## src/rtl/tipi_mailbox.sv

```systemverilog
// tipi_mailbox: parametrised TI/RPi register exchange.
//
// Provides CHANNELS pairs of WIDTH-bit registers. The TI side writes the
// TI->RPi registers and reads the RPi->TI registers through one-cycle strobes.
// The RPi side reaches them over a framed serial link (r_clk/r_le/r_rt/r_sel/
// r_dout/r_din) that is sampled in the clk domain through SYNC_STAGES flops.
// A committed write-in frame sets pending[ch]; ti_irq is the registered OR
// of all pending flags.
//
// Ports:
//   clk, reset       system clock, asynchronous active-high reset
//   ti_wr, ti_rd     TI write / read strobes for channel ti_ch
//   ti_ch, ti_wdata  TI channel index and write data
//   ti_rdata         registered read data, held until the next ti_rd
//   ti_irq, pending  interrupt and per-channel new-data flags
//   r_clk, r_le      RPi serial bit clock and frame enable (asynchronous)
//   r_rt, r_sel      RPi frame direction (1 = read-out) and channel select
//   r_dout, r_din    RPi serial data in / out
//   busy, frame_err  frame active / sticky bad-length write-in indication
module tipi_mailbox #(
  parameter int WIDTH       = 8,
  parameter int CHANNELS    = 2,
  parameter int SYNC_STAGES = 2,
  localparam int CW         = (CHANNELS > 1) ? $clog2(CHANNELS) : 1
) (
  input  logic                clk,
  input  logic                reset,
  input  logic                ti_wr,
  input  logic                ti_rd,
  input  logic [CW-1:0]       ti_ch,
  input  logic [WIDTH-1:0]    ti_wdata,
  output logic [WIDTH-1:0]    ti_rdata,
  output logic                ti_irq,
  output logic [CHANNELS-1:0] pending,
  input  logic                r_clk,
  input  logic                r_le,
  input  logic                r_rt,
  input  logic [CW-1:0]       r_sel,
  input  logic                r_dout,
  output logic                r_din,
  output logic                busy,
  output logic                frame_err
);

  localparam int CNTW = $clog2(WIDTH + 2);

  localparam logic [1:0] IDLE      = 2'd0;
  localparam logic [1:0] SHIFT_OUT = 2'd1;
  localparam logic [1:0] SHIFT_IN  = 2'd2;
  localparam logic [1:0] COMMIT    = 2'd3;

  logic [SYNC_STAGES-1:0]         rClkSync_q, rLeSync_q, rRtSync_q, rDoutSync_q;
  logic [SYNC_STAGES-1:0][CW-1:0] rSelSync_q;
  logic                           rClkPrev_q, rLePrev_q;

  logic                rClkS, rLeS, rRtS, rDoutS;
  logic [CW-1:0]       rSelS;
  logic                clkRise, leRise, leFall;

  logic [1:0]          state_q, state_d;
  logic [WIDTH-1:0]    shreg_q, shreg_d;
  logic [CNTW-1:0]     cnt_q, cnt_d;
  logic [CW-1:0]       sel_q, sel_d;
  logic                rDin_q, rDin_d;
  logic                busy_q, busy_d;
  logic                frameErr_q, frameErr_d;
  logic                commit;

  logic [WIDTH-1:0]    tiToRpi_q [CHANNELS];
  logic [WIDTH-1:0]    rpiToTi_q [CHANNELS];
  logic [CHANNELS-1:0] pending_q, pending_d;
  logic [WIDTH-1:0]    rdata_q, rdata_d;
  logic                irq_q;
  logic [WIDTH-1:0]    txSel, rxTi;

  // Every RPi input goes through the same synchroniser depth so that data,
  // select and direction line up with the r_clk / r_le edges derived from them.
  always_ff @(posedge clk or posedge reset) begin
    if (reset) begin
      rClkSync_q  <= '0;
      rLeSync_q   <= '0;
      rRtSync_q   <= '0;
      rDoutSync_q <= '0;
      rSelSync_q  <= '0;
      rClkPrev_q  <= 1'b0;
      rLePrev_q   <= 1'b0;
    end else begin
      rClkSync_q  <= {rClkSync_q[SYNC_STAGES-2:0], r_clk};
      rLeSync_q   <= {rLeSync_q[SYNC_STAGES-2:0], r_le};
      rRtSync_q   <= {rRtSync_q[SYNC_STAGES-2:0], r_rt};
      rDoutSync_q <= {rDoutSync_q[SYNC_STAGES-2:0], r_dout};
      rSelSync_q  <= {rSelSync_q[SYNC_STAGES-2:0], r_sel};
      rClkPrev_q  <= rClkSync_q[SYNC_STAGES-1];
      rLePrev_q   <= rLeSync_q[SYNC_STAGES-1];
    end
  end

  assign rClkS   = rClkSync_q[SYNC_STAGES-1];
  assign rLeS    = rLeSync_q[SYNC_STAGES-1];
  assign rRtS    = rRtSync_q[SYNC_STAGES-1];
  assign rDoutS  = rDoutSync_q[SYNC_STAGES-1];
  assign rSelS   = rSelSync_q[SYNC_STAGES-1];
  assign clkRise = rClkS & ~rClkPrev_q;
  assign leRise  = rLeS & ~rLePrev_q;
  assign leFall  = ~rLeS & rLePrev_q;

  // Channel lookups by loop so out-of-range indices simply match nothing:
  // read-out of such a channel loads zeros, a TI read returns zero, and a
  // commit or write to it touches no register.
  always_comb begin
    txSel     = '0;
    rxTi      = '0;
    pending_d = pending_q;
    for (int i = 0; i < CHANNELS; i++) begin
      if (rSelS == CW'(i)) txSel = tiToRpi_q[i];
      if (ti_ch == CW'(i)) rxTi = rpiToTi_q[i];
      if (ti_rd && ti_ch == CW'(i)) pending_d[i] = 1'b0;
      if (commit && sel_q == CW'(i)) pending_d[i] = 1'b1;
    end
    rdata_d = ti_rd ? rxTi : rdata_q;
  end

  // Frame state machine. In SHIFT_OUT the register shifts zeros in from the
  // bottom, so r_din naturally drops to 0 once WIDTH bits have gone out.
  always_comb begin
    state_d    = state_q;
    shreg_d    = shreg_q;
    cnt_d      = cnt_q;
    sel_d      = sel_q;
    rDin_d     = rDin_q;
    busy_d     = busy_q;
    frameErr_d = frameErr_q;
    commit     = 1'b0;
    case (state_q)
      IDLE: begin
        if (leRise) begin
          sel_d  = rSelS;
          cnt_d  = '0;
          busy_d = 1'b1;
          if (rRtS) begin
            shreg_d = txSel;
            rDin_d  = txSel[WIDTH-1];
            state_d = SHIFT_OUT;
          end else begin
            shreg_d = '0;
            rDin_d  = 1'b0;
            state_d = SHIFT_IN;
          end
        end
      end
      SHIFT_OUT: begin
        if (leFall) begin
          state_d = IDLE;
          busy_d  = 1'b0;
          rDin_d  = 1'b0;
        end else if (clkRise) begin
          shreg_d = {shreg_q[WIDTH-2:0], 1'b0};
          rDin_d  = shreg_q[WIDTH-2];
          if (cnt_q != CNTW'(WIDTH)) cnt_d = cnt_q + 1'b1;
        end
      end
      SHIFT_IN: begin
        if (leFall) begin
          if (cnt_q == CNTW'(WIDTH)) begin
            state_d = COMMIT;
          end else begin
            frameErr_d = 1'b1;
            shreg_d    = '0;
            busy_d     = 1'b0;
            state_d    = IDLE;
          end
        end else if (clkRise) begin
          shreg_d = {shreg_q[WIDTH-2:0], rDoutS};
          if (cnt_q != CNTW'(WIDTH + 1)) cnt_d = cnt_q + 1'b1;
        end
      end
      COMMIT: begin
        commit  = 1'b1;
        busy_d  = 1'b0;
        state_d = IDLE;
      end
      default: begin
        busy_d  = 1'b0;
        state_d = IDLE;
      end
    endcase
  end

  // Frame registers and TI-side status.
  always_ff @(posedge clk or posedge reset) begin
    if (reset) begin
      state_q    <= IDLE;
      shreg_q    <= '0;
      cnt_q      <= '0;
      sel_q      <= '0;
      rDin_q     <= 1'b0;
      busy_q     <= 1'b0;
      frameErr_q <= 1'b0;
      pending_q  <= '0;
      rdata_q    <= '0;
      irq_q      <= 1'b0;
    end else begin
      state_q    <= state_d;
      shreg_q    <= shreg_d;
      cnt_q      <= cnt_d;
      sel_q      <= sel_d;
      rDin_q     <= rDin_d;
      busy_q     <= busy_d;
      frameErr_q <= frameErr_d;
      pending_q  <= pending_d;
      rdata_q    <= rdata_d;
      irq_q      <= |pending_q;
    end
  end

  // Register file. A TI write during a read-out only changes the register;
  // the frame already holds its own snapshot in shreg.
  always_ff @(posedge clk or posedge reset) begin
    if (reset) begin
      for (int i = 0; i < CHANNELS; i++) begin
        tiToRpi_q[i] <= '0;
        rpiToTi_q[i] <= '0;
      end
    end else begin
      for (int i = 0; i < CHANNELS; i++) begin
        if (ti_wr && ti_ch == CW'(i)) tiToRpi_q[i] <= ti_wdata;
        if (commit && sel_q == CW'(i)) rpiToTi_q[i] <= shreg_q;
      end
    end
  end

  assign ti_rdata  = rdata_q;
  assign ti_irq    = irq_q;
  assign pending   = pending_q;
  assign r_din     = rDin_q;
  assign busy      = busy_q;
  assign frame_err = frameErr_q;

endmodule
```

## config.mk

```make
export PLATFORM = sky130hd
export DESIGN_NAME = tipi_mailbox
export DESIGN_NICKNAME = d
export VERILOG_FILES = /design/src/rtl/tipi_mailbox.sv
export SDC_FILE = /design/constraint.sdc
export NUM_CORES = 1
export LEC_CHECK = 0
export ABC_AREA = 0
export CAP_MARGIN = 20
export CELL_PAD_IN_SITES_DETAIL_PLACEMENT = 1
export CELL_PAD_IN_SITES_GLOBAL_PLACEMENT = 1
export CORE_MARGIN = 1.5
export CORE_UTILIZATION = 41
export DETAILED_ROUTE_END_ITERATION = 10
export PLACE_DENSITY = 0.71
export SYNTH_ARGS = -nofsm -noshare
export SYNTH_HDL_FRONTEND = slang
export SYNTH_SLANG_ARGS = --single-unit
```

## constraint.sdc

```tcl
create_clock -name clk -period 2.6 [get_ports clk]
set_clock_uncertainty 0.05 [all_clocks]
set_input_delay 0.39 -clock clk [delete_from_list [all_inputs] [get_ports clk]]
set_output_delay 0.39 -clock clk [all_outputs]
set_load 0.05 [all_outputs]
```

Yosys cells after proc, flatten, opt, wreduce, memory -nomap -nowiden
Index checks and enable logic that the tools add are counted.
Storage, ports and cells
  register bits: 73
  output and inout port bits: 14
Operators by class
  muxes and demuxes: 39
  bitwise operators: 9
  reductions and logical operators: 19
  equal/unequal tests: 19
  add/subtract/negate cells: 1
Operators by type and width (count)
  2-to-1 mux 8 bit: 9
  2-to-1 mux 4 bit: 7
  one-hot mux 8 bit (3 select lines): 1
  != test 2 bit (second input constant): 10
  2-to-1 mux 1 bit: 13
  one-hot mux 4 bit (3 select lines): 1
  2-to-1 mux 2 bit: 5
  != test 3 bit (second input constant): 3
  AND reduction 3 bit: 3
  != test 4 bit (second input constant): 2
  one-hot mux 2 bit (4 select lines): 1
  AND reduction 8 bit: 1
  logical AND 1 bit: 6
  NOT 1 bit: 6
  AND reduction 6 bit: 1
  nonzero test 2 bit: 3
  adder 4 x 1 -> 4 bit (second input constant): 1
  == test 2 bit (second input constant): 2
  == test 4 bit (second input constant): 1
  one-hot mux 1 bit (4 select lines): 1
  AND reduction 4 bit: 1
  AND 1 bit: 3
  nonzero test 3 bit: 1
  == test 2 x 1 -> 1 bit (second input constant): 1
  other kinds (4): 4

Logic depth before layout (Yosys ltp)
Gate-level depths: netlist of the first run.
  depth in word-level cells: 5
  gate-level depth with buffers: 7

Worst setup path before layout of the first run
OpenSTA, ideal clock, no wires.
  kind: register -> register
  start point: reg state_q[1]
  end point: reg shreg_q[0]
  arrival: 2.034 ns
  path buffers: 1
  stages on the path, launching flop included: 7
  period minus slack after synthesis: 2.209 ns
  library setup time: 0.125 ns
  slack: 0.391 ns
  cell sequence: dfrtp_1 inv_1 ha_1 clkbuf_1 a221o_1 a311oi_4 mux2_4
On the way
  cells in the longest elaborated chain, start to end: 3
  elaborated cells on any way between the ends: 11
  classes of those cells: eq/ne (7); mux (1); reduce/logical (3)
RTL lines
  start: declaration: line 60  | logic [1:0] state_q, state_d;
  start signal: assignment: line 203  | state_q <= state_d;
  == test 2 bit, or another cell as far along: line 134  | case (state_q)
  != test 3 bit (no source line), or another cell as far along
  AND reduction 6 bit (no source line)
  end signal: assignment: line 204  | shreg_q <= shreg_d;
  end: declaration: line 61  | logic [WIDTH-1:0] shreg_q, shreg_d;
Parallel ways exist; a longest one is shown, timed or not.
A chain may end at the register's enable or synchronous reset.

Worst setup path after layout of the first run
  start point: reg state_q[0]
  end point: reg cnt_q[3]
On the way
  cells in the longest elaborated chain, start to end: 3
  elaborated cells on any way between the ends: 13
  classes of those cells: eq/ne (9); mux (1); reduce/logical (3)
RTL lines
  == test 2 bit, or another cell as far along: line 134
  != test 2 bit (no source line) or nonzero test 3 bit (tied branches)
  AND reduction 8 bit (no source line)
  end signal: assignment: line 205  | cnt_q <= cnt_d;
  end: declaration: line 62  | logic [CNTW-1:0] cnt_q, cnt_d;
Parallel ways exist; a longest one is shown, timed or not.

==> results of run 1 <==
[power by group]
part           internal (mW)  switching, mW
Combinational          0.660          0.873
Sequential              1.45          0.210
Clock                  0.552          0.449
[registers in the layout (all words and copies together), names as in the netlist]
register / cells
rpiToTi_q: 16
tiToRpi_q: 16
shreg_q: 8
ti_rdata: 8
cnt_q: 4
pending: 2
rClkSync_q: 2
rDoutSync_q: 2
rLeSync_q: 2
rRtSync_q: 2
state_q: 2
busy: 1
frame_err: 1
rClkPrev_q: 1
rLePrev_q: 1
rSelS: 1
rSelSync_q: 1
r_din: 1
sel_q: 1
ti_irq: 1
[stage by stage]
stage	area, sq um	hold slack [ns]	utilization (%)	setup WS [ns]	total power [mW]
3_5_place_dp	3700	0.289	48.1	0.402	3.25
5_1_grt	3930	0.174	51.1	0.240	4.47
4_1_cts	3930	0.174	51.1	0.381	4.26
2_1_floorplan	3240	0.281	-	0.307	2.77
3_3_place_gp	3700	0.281	48.1	0.502	3.17
6_report	3930	0.181	51.1	0.371	4.20
[worst reg2reg max path: cells and delay by family, from the launching register on]
family / cells / cell delay (ns)
simple gates: 2 / 0.64
buf+inv: 1 / 0.13
flops: 1 / 0.46
fa+ha+maj: 1 / 0.29
compound gates: 2 / 0.58
[worst max path at each step]
stage	end	slack, ns	cells after the start
3_3_place_gp	cnt_q[3]	0.50	6
5_1_grt	cnt_q[3]	0.24	6
2_1_floorplan	busy	0.31	1
4_1_cts	cnt_q[3]	0.38	6
3_5_place_dp	shreg_q[5]	0.40	6
6_report	cnt_q[3]	0.37	6
[cells in the final DEF, fill, tap and decap left out, types with 3 or more instances in the layout]
cell type	synthesis	layout
o21ai_1	7	7
buf_4	0	5
clkdlybuf4s50_1	0	31
a31oi_1	7	7
nand2_1	19	19
o21ai_0	4	4
nor2_1	16	16
mux2i_1	23	23
inv_1	12	11
dfrtp_1	73	73
clkbuf_8	0	9
nand2b_1	6	6
ha_1	11	11
mux2_1	10	10
a21o_1	3	3
mux2_2	22	22
nand3b_1	3	3
a21oi_1	10	10
[final cells by class]
| type | count | area [sq um] |
|---|---|---|
| Fill cell | 811 | 3760 |
| Sequential cell | 73 | 1830 |
| Multi-Input combinational cell | 168 | 1330 |
| Timing Repair Buffer | 37 | 368 |
| Tap cell | 102 | 128 |
| Clock buffer | 9 | 124 |
| Clock inverter | 7 | 103 |
| Inverter | 12 | 45.0 |
[synth_stat cells, types with 2 or more instances]
| cell type | count | area [sq um] |
|---|---|---|
| o22ai_1 | 2 | 12.5 |
| inv_1 | 12 | 45.0 |
| dfrtp_1 | 73 | 1830 |
| o21ai_0 | 4 | 20.0 |
| a31oi_1 | 7 | 43.8 |
| a21oi_1 | 10 | 50.1 |
| nor2b_1 | 2 | 12.5 |
| mux2_2 | 22 | 248 |
| clkbuf_1 | 8 | 30.0 |
| nand3b_1 | 3 | 22.5 |
| a21o_1 | 3 | 22.5 |
| mux2_4 | 2 | 30.0 |
| o31ai_1 | 2 | 15.0 |
| ha_1 | 11 | 138 |
| o21ai_1 | 7 | 35.0 |
| nand2_1 | 19 | 71.3 |
| and3b_1 | 2 | 17.5 |
| nand2b_1 | 6 | 37.5 |
| mux2_1 | 10 | 113 |
| nor2_1 | 16 | 60.1 |
| mux2i_1 | 23 | 230 |
[kinds of logic after synthesis]
family                     after synthesis  synth area share, %
DFF                                     73                 56.3
AOI/OAI and AO/OA                       42                 8.52
adders and majority gates               11                 4.24
and+or+nand+nor                         58                 9.22
buffers and inverters                   22                 2.58
muxes                                   57                 19.1
[metal layers]
metal	part of all wire, %	routed length [um]
met5	0	0
met2	48	3010
met1	47	2940
met4	2.1	132
met3	2.6	163
==> flow_summary_export.csv, run 1 <==
group,metric,value,unit
outcome,outcome,"complete, no violations",
power,vdd_drop_max,0.000406,V
detailed_routing,drt-initial-drc-count,56,
finish,fin_cells,408,
worst_setup_path,r2r_slack,0.37,ns
synth,avgSynthCellArea,12.3,sq um
timing,worst_pin_slew,0.589,ns
synth,synth_flop_cell,"dfrtp_1",
timing,period_minus_slack,2.23,ns
grt,busiest_layer,"met2",
grt,grt_use_met2,26.5,%
cts,cts-hold-fix-buffers,0,
cts,numClockSinks,73,
timing,setup_viol,0,
worst_setup_path,crit_type,"reg -> reg",
synth,netlist_area,3240,sq um
worst_setup_path,r2r_start,"state_q[0]",
worst_setup_path,worstPathCellList,"inv_1 > ha_1 > and4b_1 > a211o_1 > or3_1 > o31ai_1",
floorplanning,start_util,42.2,%
worst_setup_path,worst-endpoint-required,2.80,ns
worst_setup_path,slowest_stage,"dfrtp_1",
detailed_routing,vias_per_cell,5.06,
detailed_routing,vias,2066,
floorplanning,io_pins,32,
synth,synthDistinctLibCells,40,
floorplanning,die_y,92.0,um
flow_run,maxCapViolations,0,
grt,use_met1,21.8,%
worst_setup_path,path_buf_inv,1,
grt,grt_pass1_vias,2249,
cts,cts_tree,"yes",
cts,worstSkewPairLatency,0.35,ns
grt,grt_start_max_net_pins,49,
worst_setup_path,cp_slowest_stage_delay,0.46,ns
worst_setup_path,start_kind,"flip-flop",
synth,synth_seq_cells,73,
worst_setup_path,ff2ff_path_depth,6,
cts,cts_resized,0,
grt,grt_pass1_wl,10900,um
cts,clk_pin_slew,0.08,ns
cts,cts_buffers,9,
placement,portBuffers,31,
finish,antennaDiodeCount,0,
timing,hold_viol_final,0,
power,power.leakage,1.80,nW
grt,antenna_found_initial,0,
placement,dp_hpwl,4530,um
worst_setup_path,cp-startpoint,"state_q[0]",
detailed_routing,ant_nets,0,
detailed_routing,wl,6260,um
cts,cts.htree.levels,3,
synth,yosys_warnings,0,
floorplanning,rows,32,
worst_setup_path,path_max_fanout,6,
finish,nNetsFinal,330,
floorplanning,die-width,92.0,um
timing,rsz0062_at_grt,"false",
floorplanning,core_area,7690,sq um
floorplanning,dieArea,8460,sq um
power,powerDensity,1070,nW/um^2
timing,fin_crit_sh,85.7,%
synth,syn-num-nets,292,
finish,layout-drive-gt1-share,16.7,%
synth,synth_edf_count,0,
cts,cts_setup_buffers,0,
detailed_routing,drcViolationCount,0,
detailed_routing,wire_per_inst,15.3,um
synth,syn_inst,263,
timing,slew_viol_final,0,
worst_setup_path,cp-end-kind,"flip-flop",
worst_setup_path,crit_arrival,2.43,ns
timing,setup_tns,0,ns
synth,async_flop_share,100,%
synth,yosysSeqAreaShare,56.3,%
placement,dpl.cell_count,392,
grt,gr-total-overflow,0,
min_path,hp-class,"in -> async",
grt,met3_usage,2.74,%
worst_setup_path,r2r_end,"cnt_q[3]",
worst_setup_path,critPathTopFamily,"simple AND/OR/NAND/NOR gates",
timing,fmax,449,MHz
placement,gp_congestion,0.737,
grt,grt_usage,16.6,%
cts,clk_path_buf_depth,2,
finish,area_growth,21.1,%
cts,root_buffer,"clkbuf_8",
timing,slew_headroom,60.6,%
detailed_routing,drtPass1Iterations,4,
(Power assumes the default switching activity.)
==> run 2, diff against run 1 <==
CTS_CLUSTER_DIAMETER = 60   (was not set)
==> results of run 2 <==
No change in the layout: final DEF, timing and power equal those of run 1.
